**src/rtl/inst_pair_buffer.sv**
```systemverilog
// Instruction pair buffer: decouples 64-bit fetch packets from a dual-issue stage.
// Presents the two oldest queued instructions each cycle and retires 0, 1 or 2.
module inst_pair_buffer #(
  parameter int          DEPTH = 8,
  parameter logic [31:0] NOP   = 32'h00000013
) (
  input  logic                     clock_i,
  input  logic                     reset_n_i,
  input  logic                     flush_i,
  input  logic                     fetch_valid_i,
  input  logic [31:0]              fetch_inst0_i,
  input  logic [31:0]              fetch_inst1_i,
  input  logic [31:0]              fetch_pc_i,
  output logic                     fetch_ready_o,
  input  logic                     issue_stall_i,
  input  logic                     issue1_special_stall_i,
  output logic [31:0]              inst0_o,
  output logic [31:0]              inst1_o,
  output logic [31:0]              pc0_o,
  output logic [31:0]              pc1_o,
  output logic                     valid0_o,
  output logic                     valid1_o,
  output logic [$clog2(DEPTH):0]   count_o
);

  localparam int AW = $clog2(DEPTH);
  localparam int CW = AW + 1;

  logic [31:0]   inst_mem [DEPTH];
  logic [31:0]   pc_mem   [DEPTH];

  logic [AW-1:0] head_q, head_d;
  logic [AW-1:0] tail_q, tail_d;
  logic [CW-1:0] count_q, count_d;

  logic [AW-1:0] head_p1;
  logic [AW-1:0] tail_p1;
  logic          push;
  logic [1:0]    pop_cnt;

  assign head_p1 = head_q + AW'(1);
  assign tail_p1 = tail_q + AW'(1);

  assign valid0_o = (count_q != '0);
  assign valid1_o = (count_q >= CW'(2));

  // Readiness looks only at registered occupancy so fetch never sees a
  // combinational path from the issue stall inputs.
  assign fetch_ready_o = (count_q <= CW'(DEPTH - 2));
  assign push          = fetch_valid_i && fetch_ready_o;

  assign inst0_o = valid0_o ? inst_mem[head_q]  : NOP;
  assign pc0_o   = valid0_o ? pc_mem[head_q]    : 32'd0;
  assign inst1_o = valid1_o ? inst_mem[head_p1] : NOP;
  assign pc1_o   = valid1_o ? pc_mem[head_p1]   : 32'd0;
  assign count_o = count_q;

  always_comb begin
    pop_cnt = 2'd0;
    if (!issue_stall_i) begin
      if (issue1_special_stall_i) begin
        pop_cnt = {1'b0, valid0_o};
      end else begin
        pop_cnt = {1'b0, valid0_o} + {1'b0, valid1_o};
      end
    end
  end

  always_comb begin
    head_d  = head_q + AW'(pop_cnt);
    tail_d  = push ? (tail_q + AW'(2)) : tail_q;
    count_d = count_q + (push ? CW'(2) : CW'(0)) - CW'(pop_cnt);
  end

  always_ff @(posedge clock_i) begin
    if (!reset_n_i || flush_i) begin
      head_q  <= '0;
      tail_q  <= '0;
      count_q <= '0;
    end else begin
      head_q  <= head_d;
      tail_q  <= tail_d;
      count_q <= count_d;
    end
  end

  // Storage is not reset; a write during flush lands in space that the
  // cleared pointers already treat as free.
  always_ff @(posedge clock_i) begin
    if (push) begin
      inst_mem[tail_q]  <= fetch_inst0_i;
      pc_mem[tail_q]    <= fetch_pc_i;
      inst_mem[tail_p1] <= fetch_inst1_i;
      pc_mem[tail_p1]   <= fetch_pc_i + 32'd4;
    end
  end

endmodule

```
**config.mk**
```make
export PLATFORM = sky130hd
export DESIGN_NAME = inst_pair_buffer
export DESIGN_NICKNAME = d
export VERILOG_FILES = /design/src/rtl/inst_pair_buffer.sv
export SDC_FILE = /design/constraint.sdc
export NUM_CORES = 1
export LEC_CHECK = 0
export CORE_AREA = 2 2 215 217
export CTS_BUF_LIST = sky130_fd_sc_hd__clkbuf_16
export CTS_CLUSTER_SIZE = 14
export DETAILED_ROUTE_END_ITERATION = 7
export DIE_AREA = 0 0 217 219
export DONT_BUFFER_PORTS = 1
export HOLD_SLACK_MARGIN = 0.08
export MAX_ROUTING_LAYER = met4
export PLACE_DENSITY = 0.73
export SLEW_MARGIN = 20
export SYNTH_ARGS = -nofsm -noshare
export SYNTH_HDL_FRONTEND = slang
export SYNTH_SLANG_ARGS = --single-unit
```
**constraint.sdc**
```tcl
create_clock -name clock_i -period 4.4 [get_ports clock_i]
set_clock_uncertainty 0.15 [all_clocks]
set_input_delay 0.22 -clock clock_i [delete_from_list [all_inputs] [get_ports clock_i]]
set_output_delay 0.22 -clock clock_i [all_outputs]
set_load 0.01 [all_outputs]
```
# Word level (Yosys, flattened, before mapping)
# Memory sizes are Yosys's and may differ from the RTL's. A register that Yosys moved wholly into a read port is not among the register bits.
# Cells that the tools add are included.
# W data, S select, Z words.
# totals
mem_bits_rw	512
ff_bits	10
mem_bits_ro	0
memories	2
latch_bits	0
# op_classes
n_lt_le_gt_ge	2
n_reduce_logical	4
multipliers	0
n_addsub	8
n_shift	0
n_bitwise	0
muxes	11
eq_ne	0
div	0
# memory_table
name	depth	word_bits	rd	rd_ports_with_merged_regs	write_ports	line	text
inst_mem	8	32	2	1	2	29	logic [31:0] inst_mem [DEPTH];
pc_mem	8	32	2	1	2	30	logic [31:0] pc_mem [DEPTH];
# op_table
op	n
$mux W32	4
$add A32 B3 Y32 const B	1
$add A3 B1 Y3 const B	2
$mux W2	3
$mux W3	2
$add A4 B2 Y4	1
$ge A4 B2 Y1 const B	1
$le A4 B3 Y1 const B	1
$reduce_bool A4 Y1	1
$sub A4 B2 Y4	1
$add A3 B2 Y3	1
$add A3 B2 Y3 const B	1
$add A1 B1 Y2	1
$mux W1	2
$logic_and A1 B1 Y1	1
$logic_not A1 Y1	1
$logic_or A1 B1 Y1	1

# Logic depth before layout (Yosys ltp)
# Gate-level depths: netlist of the first run.
# depth
word_depth	6
depth_mapped	16

# Least setup slack after synthesis of the first run
# OpenSTA, ideal clock, no wires.
# synth_timing
path_type	reg2reg
startpoint	register count_q[3], in the netlist count_o[3]
endpoint	memory inst_mem[2][0] (enable)
arrival_time_ns	4.078
slack_ns	-0.328
stages_incl_launch_ff	5
setup_time_ns	0.500
path_cell_list	dfxtp_1 > inv_1 > ha_1 > a311oi_2 > and2_1
# synth_rtl
element	line	text
from (decl)	34	logic [CW-1:0] count_q, count_d;
from (signal assigned)	83	count_q <= count_d;
to (decl)	29	

# Worst setup path in the final report of the first run
# layout_timing
startpoint	register count_q[2], in the netlist count_o[2]
endpoint	register count_q[2], in the netlist count_o[2]
# layout_between
elab_chain_cells	5
# layout_rtl
element	line	text
$ge A4 B2 Y1	45	assign valid1_o = (count_q >= CW'(2));
named net valid1_o	22	output logic valid1_o,
$add A1 B1 Y2	64	pop_cnt = {1'b0, valid0_o} + {1'b0, valid1_o};
$mux W2	61	if (issue1_special_stall_i) begin
$mux W2	60	if (!issue_stall_i) begin
$sub A4 B2 Y4	72	count_d = count_q + (push ? CW'(2) : CW'(0)) - CW'(pop_cnt);
named net count_d[2]	34	
# The timed path passes the listed nets, and every way through them passes these cells.
# A chain may end at the register's enable or synchronous reset.

==> results of run 1 <==
==> through the flow <==
stage	instance area (um^2)	utilization [%]	setup WS [ps]
floorplan	25000	-	1050
global placement	25600	56.8	952
detailed placement	25600	56.8	875
CTS	28300	62.7	476
global route	28300	62.7	332
finish	28300	62.7	444
==> worst min path at each step <==
stage                                 start         endpoint  slack, ps  cells after the start
after floorplan            fetch_inst0_i[0]   inst_mem[0][0]        170                      0
after global placement    fetch_inst0_i[30]  inst_mem[0][30]        170                      0
after detailed placement  fetch_inst1_i[15]  inst_mem[3][15]        170                      0
after CTS                    fetch_pc_i[14]    pc_mem[1][31]         80                      4
after global routing         fetch_pc_i[17]    pc_mem[7][30]        120                      4
final                        fetch_pc_i[11]    pc_mem[7][14]        110                      4
==> cells in the mapped netlist (all sizes together), types with 3 or more instances <==
| cell | count |
|---|---|
| clkbuf | 62 |
| nand3 | 22 |
| a22o | 59 |
| a211oi | 60 |
| a2111oi | 59 |
| nand2b | 5 |
| nor2 | 18 |
| fa | 3 |
| nand4 | 7 |
| inv | 17 |
| mux2 | 236 |
| nand3b | 3 |
| xnor2 | 23 |
| mux2i | 125 |
| xor2 | 10 |
| nor3b | 4 |
| nor2b | 122 |
| a21oi | 3 |
| nand2 | 14 |
| nor4 | 65 |
| o22ai | 118 |
| and3 | 8 |
| and2 | 12 |
| edfxtp | 504 |
| a41oi | 3 |
| ha | 12 |
| buf | 83 |
| nor3 | 61 |
| dfxtp | 9 |
| mux4 | 10 |
==> state kept, by name, indices dropped and copies added (netlist names) <==
name	count
inst_mem	256
pc_mem	248
count_o	4
head_q	3
tail_q	2
==> metal layers <==
layer / vias to the layer above / share of wire (%) / track usage, %
li1: 7118 / - / -
met1: 8243 / 40 / 35.3
met2: 747 / 48 / 45.2
met3: 171 / 9.0 / 7.05
met4: 0 / 3.0 / 10.3
met5: - / 0 / -
==> cells by family (layout without fill, tap and decap cells) <==
family                   after synthesis  count (layout)  synth area share, %
flip-flops                           513             513                 61.2
multiplexers                         371             371                 16.5
AND/OR/NAND/NOR                      342             342                 8.04
AO/OA/AOI/OAI                        304             304                 9.13
buffers and inverters                162             265                 3.04
XOR/XNOR                              33              33                 1.22
adder cells (fa/ha/maj)               15              15                0.840
other                                  0               4                    0
==> what timing repair did <==
action	4_1_cts	5_1_grt
hold endpoints to repair	522	0
hold buffers	102	0
buffers inserted	0	0
==> layout make-up <==
type | instances | area [um^2] | area share, %
Clock inverter | 45 | 199 | 0.704
Multi-Input combinational cell | 1065 | 9010 | 31.9
Antenna cell | 4 | 10.0 | 0.0354
Tap cell | 600 | 751 | 2.66
Inverter | 17 | 63.8 | 0.226
Clock buffer | 56 | 1400 | 4.96
Sequential cell | 513 | 15300 | 54.2
Timing Repair Buffer | 147 | 1500 | 5.29
==> worst reg2reg max path: cells and delay by family (launching register included) <==
family / cells / cell delay (ps)
simple gates: 3 / 430
compound gates: 1 / 180
fa+ha+maj: 4 / 960
buf+inv: 5 / 1760
flops: 1 / 380
==> where the power goes <==
group	internal (W)	leakage, nW	switching [W]
registers	0.00585	4.69	0.000211
logic	0.00169	3.26	0.00321
clock network	0.00228	0.853	0.00182
==> flow_summary.json, run 1 <==
{
  "p_total_w": 0.0151,
  "crit_top_cell": "ha_1",
  "r2r-end": "count_o[2]",
  "final_common_cell": "edfxtp_1",
  "crit_start": "count_o[2]",
  "clk_latency_ps": 590,
  "synth.top_cell.area_share_pct": 60.5,
  "rsz0062_at_grt": "no",
  "grt-ovfl-total": 0,
  "yosys_register_bits": 513,
  "r2r_setup_slack_ps": 440,
  "setup_viol": 0,
  "rows": 78,
  "start_util_pct": 55.5,
  "crit_slowest_cell": "buf_4",
  "finalSetupTns_ps": 0,
  "path_delay_family": "buffers and inverters",
  "critPathCapture": "count_o[2]",
  "max-cap-violations": 0,
  "avgSynthCellArea_um2": 14.4,
  "min_period_over_period_pct": 89.9,
  "synth_enable_flop_cells": 504,
  "cts_buffer_depth": 3,
  "dr.pass1.iters": 5,
  "core_um2": 45100,
  "cp_cell_sequence": "inv_1, ha_1, nor2b_4, inv_2, nor2_4, buf_4, a211oi_1, dlygate4sd3_1, ha_1, inv_1, ha_1, fa_1, and2_1",
  "finalHoldViolCount": 0,
  "io_buffers": 0,
  "hold_class": "input pin to flip-flop",
  "grt_max_degree": 175,
  "peakVddDrop_v": 0.000502,
  "gp_congestion": 0.866,
  "drtIter0Drc": 1426,
  "grt_pass1_wl_um": 98500,
  "drt_wl_total_um": 66400,
  "stdcell_count": 2447,
  "wire_per_inst_um": 27.1,
  "cts_tree": "yes",
  "crit_required_ps": 4730,
  "route.detailed.drc": 0,
  "outcome": "finished, final reports clean",
  "synth_area_um2": 25000,
  "most-common-layout-cells": "edfxtp_1, mux2_2, mux2i_1",
  "cellLeakagePower_nw": 8.80,
  "numCtsBuffers": 55,
  "die-area_um2": 47500,
  "die-width_um": 217,
  "worst_pin_slew_ps": 1160,
  "cp-start-kind": "flip-flop",
  "cts.htree.levels": 2,
  "reg2reg_depth": 13,
  "cp.depth": 13,
  "grt_pass1_vias": 16600,
  "nNetsFinal": 1916,
  "areaGrowthSynthToFinish_pct": 13.0,
  "slew_headroom_pct": 22.3,
  "cts_root_buffer": "clkbuf_16",
  "ys_async_sr_fraction_pct": 0,
  "fillers": 3274,
  "avgViaCountPerCell": 6.65,
  "layout-drive-gt1-share_pct": 20.8,
  "vias": 16300,
  "synth.net_count": 1857,
  "power_density_nw_per_um2": 533,
  "crit_arrival_ps": 4280,
  "antenna_found_initial": 4,
  "reg2reg_from": "count_o[2]",
  "cts_resized": 0,
  "fmax_mhz": 253,
  "ys_seq_area_share_pct": 61.2,
  "drtAntennaViolNets": 0,
  "end_kind": "flip-flop",
  "die_y_um": 219,
  "synthTopCellsByArea": "edfxtp_1, mux2_2, mux2i_1",
  "critPathMaxFanout": 60,
  "synth-main-ff-cell": "edfxtp_1",
  "hpwl_um": 37600,
  "finalCriticalPeriod_ps": 3960,
  "num_io_pins": 237,
  "slowest_delay_ps": 820,
  "track_usage_pct": 28.3,
  "yosysWarnings": 0,
  "hold_slack_ps": 109,
  "syn_inst": 1740,
  "dpl.cell_count": 2240,
  "path_class": "flip-flop to flip-flop",
  "crit_buf_inv": 5,
  "yosysUniqueCellTypes": 41,
  "cts.sinks": 513,
  "clk_pin_slew_ps": 60,
  "slew_violations": 0,
  "yosysTopAreaCell": "edfxtp_1"
}
(Power assumes the default switching activity.)
==> run 2: changes to the inputs <==
--- a/config.mk
+++ b/config.mk
@@ -5,11 +5,11 @@
 export SDC_FILE = /design/constraint.sdc
 export NUM_CORES = 1
 export LEC_CHECK = 0
-export CORE_AREA = 2 2 215 217
+export CORE_AREA = 2 2 182 256
 export CTS_BUF_LIST = sky130_fd_sc_hd__clkbuf_16
 export CTS_CLUSTER_SIZE = 14
 export DETAILED_ROUTE_END_ITERATION = 7
-export DIE_AREA = 0 0 217 219
+export DIE_AREA = 0 0 184 258
 export DONT_BUFFER_PORTS = 1
 export HOLD_SLACK_MARGIN = 0.08
 export MAX_ROUTING_LAYER = met4
==> run 2 against run 1 <==
Effect of this change:
- fmax decreased by 5.9%
- global-route usage is essentially flat
- final area fell by 0.55%
- flip-flop and latch count unchanged
- via count is 0.22% higher
- die area decreased by 0.11%
- non-clock buffer count down 1
- setup slack worse by 250 ps
- cell count down 1.8%
- critical path depth fell by 7
- combinational power fell by 0.8%
- clock power is 5.4% lower
- critical endpoint is now pc1_o[2]
- largest power group unchanged
==> flow_summary.json, run 2 (same netlist as run 1, synthesis figures left out) <==
{
  "cts_resized": 0,
  "max-cap-violations": 0,
  "cts.sinks": 513,
  "final_common_cell": "edfxtp_1",
  "areaGrowthSynthToFinish_pct": 12.3,
  "path_class": "flip-flop to output pin",
  "min_period_over_period_pct": 95.6,
  "critPathCapture": "pc1_o[2]",
  "route.detailed.drc": 0,
  "avgViaCountPerCell": 6.79,
  "finalCriticalPeriod_ps": 4200,
  "cp-start-kind": "flip-flop",
  "vias": 16300,
  "peakVddDrop_v": 0.000417,
  "track_usage_pct": 28.3,
  "fillers": 3372,
  "cts_root_buffer": "clkbuf_16",
  "postCtsSetupBuffers": 0,
  "critPathMaxFanout": 41,
  "wl_met2_um": 35200,
  "wl_met1_um": 24700,
  "largest_register": "inst_mem",
  "met3WireLength_um": 4820,
  "clk_latency_ps": 560,
  "dr.pass1.iters": 7,
  "cp_cell_sequence": "ha_4, xnor2_2, nand2_2, buf_4, o22ai_1, nor3_1",
  "io_buffers": 0,
  "rsz0062_at_grt": "no",
  "die-area_um2": 47500,
  "fin_ws_ps": 195,
  "slowest_delay_ps": 760,
  "outcome": "finished, final reports clean",
  "power_density_nw_per_um2": 527,
  "finalHoldViolCount": 0,
  "most-common-layout-cells": "edfxtp_1, mux2_2, mux2i_1",
  "num_io_pins": 237,
  "slew_headroom_pct": 19.9,
  "share_comb_of_total_power_pct": 32.8,
  "drtIter0Drc": 1408,
  "drt_wl_total_um": 67000,
  "grt-ovfl-total": 0,
  "nNetsFinal": 1909,
  "cts_buffer_depth": 3,
  "p_int_w": 0.00968,
  "grt_max_degree": 199,
  "crit_arrival_ps": 3830,
  "crit_slowest_cell": "dfxtp_4",
  "start_util_pct": 55.1,
  "hold_class": "input pin to flip-flop",
  "drtAntennaViolNets": 0,
  "slew_violations": 0,
  "p_clk_share_pct": 26.3,
  "numCtsBuffers": 49,
  "reg2reg_from": "count_o[2]",
  "p_seq_share_pct": 40.9,
  "die-width_um": 184,
  "gp_congestion": 0.794,
  "setup_viol": 0,
  "r2r-end": "count_o[3]",
  "reg2reg_depth": 16,
  "core_um2": 45400,
  "fmax_mhz": 238,
  "worst_pin_slew_ps": 1200,
  "antenna_found_initial": 5,
  "highest_layer": "met4",
  "clk_pin_slew_ps": 60,
  "hold_slack_ps": 109,
  "r2r_setup_slack_ps": 690,
  "hpwl_um": 37700,
  "cellLeakagePower_nw": 8.70,
  "crit_required_ps": 4030,
  "end_kind": "output pin",
  "postCtsHoldBufs": 103,
  "p_sw_w": 0.00513,
  "grt_pass1_wl_um": 98700,
  "sw_frac_of_total_pct": 34.6,
  "rows": 93,
  "cts.htree.levels": 2,
  "wire_per_inst_um": 27.9,
  "p_total_w": 0.0148,
  "largest_reg_flops": 256,
  "cts_tree": "yes",
  "layout-drive-gt1-share_pct": 20.4,
  "dp_slack_ps": 824,
  "grt_pass1_vias": 16900,
  "die_y_um": 258,
  "finalSetupTns_ps": 0,
  "dpl.cell_count": 2208,
  "crit_start": "head_q[0]",
  "stdcell_count": 2402
}
-- run 2: changes by cell type in the layout (fill, tap and decap cells not counted), sizes merged --
cell and delta:
buf -2, bufinv +1, clkbuf -5, clkinv -7, diode +1, dlygate4sd3 +1
inv -4
-- run 2: power by group through the flow --
stage,Clock [W],Sequential [W],Combinational [W]
finish,0.00389,0.00606,0.00486
CTS,0.00394,0.00605,0.00482
global route,0.00412,0.00609,0.00512
floorplan,0,0.00608,0.00335
global placement,0,0.00612,0.00460
detailed placement,0,0.00615,0.00467
-- run 2: worst min-delay path by stage --
stage | cells past startpoint | startpoint | endpoint | slack, ps
after CTS | 4 | fetch_pc_i[21] | pc_mem[5][30] | 80
final | 4 | fetch_pc_i[21] | pc_mem[5][30] | 110
after detailed placement | 0 | fetch_inst1_i[4] | inst_mem[5][4] | 170
after floorplan | 0 | fetch_inst0_i[0] | inst_mem[0][0] | 170
after global placement | 0 | fetch_pc_i[0] | pc_mem[1][0] | 170
after global routing | 2 | fetch_pc_i[5] | pc_mem[3][6] | 140
-- run 2: cell type report --
class	count	area [um^2]	share of cell area (%)
timing repair buffer	146	1530	5.44
inverter	17	63.8	0.227
multi-input combinational	1065	9010	32.1
tap	570	713	2.54
clock inverter	35	175	0.623
antenna	5	12.5	0.0445
clock buffer	51	1280	4.54
sequential	513	15300	54.5
-- run 2: critical path, delay by kind of cell (launching register included) --
kind	cells	cell delay (ps)
simple gates	2	1290
flops	1	760
buf+inv	1	600
fa+ha+maj	1	260
xor+xnor	1	170
compound gates	1	150
-- run 2: stage by stage --
step / utilization [%] / cell area (um^2)
floorplan: - / 25000
global route: 61.9 / 28100
finish: 61.9 / 28100
CTS: 61.9 / 28100
global placement: 56.4 / 25600
detailed placement: 56.4 / 25600
-- run 2: routing by layer --
layer  GRT usage [%]  vias to the layer above
li1                -                     7083
met5               -                        -
met4            11.5                        0
met3            4.92                      159
met1            31.8                     8335
met2            49.8                      738
==> run 3: changes to the inputs <==
--- a/config.mk
+++ b/config.mk
@@ -12,7 +12,6 @@
 export DIE_AREA = 0 0 184 258
 export DONT_BUFFER_PORTS = 1
 export HOLD_SLACK_MARGIN = 0.08
-export MAX_ROUTING_LAYER = met4
 export PLACE_DENSITY = 0.73
 export SLEW_MARGIN = 20
 export SYNTH_ARGS = -nofsm -noshare
==> run 3 against run 2 <==
Effect of this change:
- core utilization about the same
- sequential share of layout area about the same
- register-to-register slack about the same
- cell count about the same
- setup slack improved by 32 ps
- fmax increased by 0.76%
- sequential power about the same
- critical path depth unchanged
- combinational power about the same
- via count decreased by 0.15%
- critical path type unchanged
==> flow_summary.json, run 3 (same netlist as run 1, synthesis figures left out) <==
{
  "grt_pass1_vias": 16900,
  "cts_resized": 0,
  "outcome": "finished, final reports clean",
  "finalSetupTns_ps": 0,
  "drtAntennaViolNets": 0,
  "crit_required_ps": 4030,
  "die-width_um": 184,
  "min_period_over_period_pct": 94.9,
  "sw_frac_of_total_pct": 34.6,
  "hold_slack_ps": 107,
  "avgViaCountPerCell": 6.79,
  "end_kind": "output pin",
  "largest_register": "inst_mem",
  "rows": 93,
  "grt-ovfl-total": 0,
  "p_int_w": 0.00968,
  "antenna_found_initial": 5,
  "slew_headroom_pct": 17.0,
  "start_util_pct": 55.1,
  "p_seq_share_pct": 40.9,
  "drtIter0Drc": 1375,
  "p_clk_share_pct": 26.3,
  "vias": 16300,
  "cts.sinks": 513,
  "slew_violations": 0,
  "p_sw_w": 0.00512,
  "finalHoldViolCount": 0,
  "dp_slack_ps": 824,
  "cellLeakagePower_nw": 8.70,
  "share_comb_of_total_power_pct": 32.8,
  "peakVddDrop_v": 0.000417,
  "die-area_um2": 47500,
  "hold_class": "input pin to flip-flop",
  "clk_latency_ps": 560,
  "cts.htree.levels": 2,
  "io_buffers": 0,
  "hpwl_um": 37700,
  "setup_viol": 0,
  "stdcell_count": 2400,
  "path_class": "flip-flop to output pin",
  "cts_root_buffer": "clkbuf_16",
  "fmax_mhz": 240,
  "final_common_cell": "edfxtp_1",
  "fillers": 3371,
  "drt_wl_total_um": 66800,
  "track_usage_pct": 27.5,
  "die_y_um": 258,
  "grt_max_degree": 199,
  "core_um2": 45400,
  "critPathMaxFanout": 41,
  "num_io_pins": 237,
  "wire_per_inst_um": 27.8,
  "crit_arrival_ps": 3800,
  "dr.pass1.iters": 5,
  "route.detailed.drc": 0,
  "worst_pin_slew_ps": 1240,
  "max-cap-violations": 0,
  "postCtsHoldBufs": 103,
  "most-common-layout-cells": "edfxtp_1, mux2_2, mux2i_1",
  "layout-drive-gt1-share_pct": 20.4,
  "grt_pass1_wl_um": 98900,
  "rsz0062_at_grt": "no",
  "dpl.cell_count": 2208,
  "areaGrowthSynthToFinish_pct": 12.3,
  "gp_congestion": 0.782,
  "cts_tree": "yes",
  "finalCriticalPeriod_ps": 4170,
  "nNetsFinal": 1909,
  "numCtsBuffers": 49,
  "postCtsSetupBuffers": 0,
  "cp-start-kind": "flip-flop",
  "clk_pin_slew_ps": 60,
  "fin_ws_ps": 227,
  "cts_buffer_depth": 3,
  "seqCellArea_um2": 15300,
  "power_density_nw_per_um2": 527,
  "largest_reg_flops": 256,
  "multiInputGateArea_um2": 9010
}
[run 3: changes by cell type in the layout (fill, tap and decap cells not counted), sizes merged]
cell   before  now
diode       5    3
[run 3: final timing paths]
kind	start	end	slack (ps)	cells past startpoint
setup / recovery	head_q[0]	pc1_o[2]	230	6
hold / removal	fetch_pc_i[21]	pc_mem[5][30]	110	4
setup reg to reg	count_o[2]	count_o[3]	700	16
hold reg to reg	tail_q[2]	tail_q[2]	410	2
[run 3: metal layers]
metal | track usage (%) | routed length, um | part of all wire (%) | vias to the layer above
met5 | 0 | 36 | 0.054 | -
met4 | 11.6 | 2510 | 3.8 | 6
met3 | 5.23 | 5000 | 7.5 | 187
met2 | 49.8 | 34900 | 52 | 742
met1 | 31.6 | 24400 | 36 | 8276
li1 | - | - | - | 7080
[run 3: critical path: stages, from the launching register on]
cell     delay (ps)
dfxtp_4         760
ha_4            260
xnor2_2         170
nand2_2         720
buf_4           590
o22ai_1         150
nor3_1          550
[run 3: metrics by stage]
step / power [W] / util (%) / instance area, um^2
floorplan: 0.00943 / - / 25000
global placement: 0.0107 / 56.4 / 25600
detailed placement: 0.0108 / 56.4 / 25600
CTS: 0.0148 / 61.9 / 28100
global route: 0.0153 / 61.9 / 28100
finish: 0.0148 / 61.9 / 28100
[run 3: cell type report]
| cell class | instances | share of cell area, % |
|---|---|---|
| Clock inverter | 35 | 0.623 |
| Sequential cell | 513 | 54.5 |
| Tap cell | 570 | 2.54 |
| Inverter | 17 | 0.227 |
| Timing Repair Buffer | 146 | 5.44 |
| Clock buffer | 51 | 4.54 |
| Antenna cell | 3 | 0.0267 |
| Multi-Input combinational cell | 1065 | 32.1 |
[run 3: power groups by stage]
| stage | Clock [W] | Combinational, W | Sequential [W] |
|---|---|---|---|
| 5_1_grt | 0.00412 | 0.00513 | 0.00609 |
| 3_5_place_dp | 0 | 0.00467 | 0.00615 |
| 2_1_floorplan | 0 | 0.00335 | 0.00608 |
| 3_3_place_gp | 0 | 0.00460 | 0.00612 |
| 4_1_cts | 0.00394 | 0.00482 | 0.00605 |
| 6_report | 0.00389 | 0.00486 | 0.00606 |
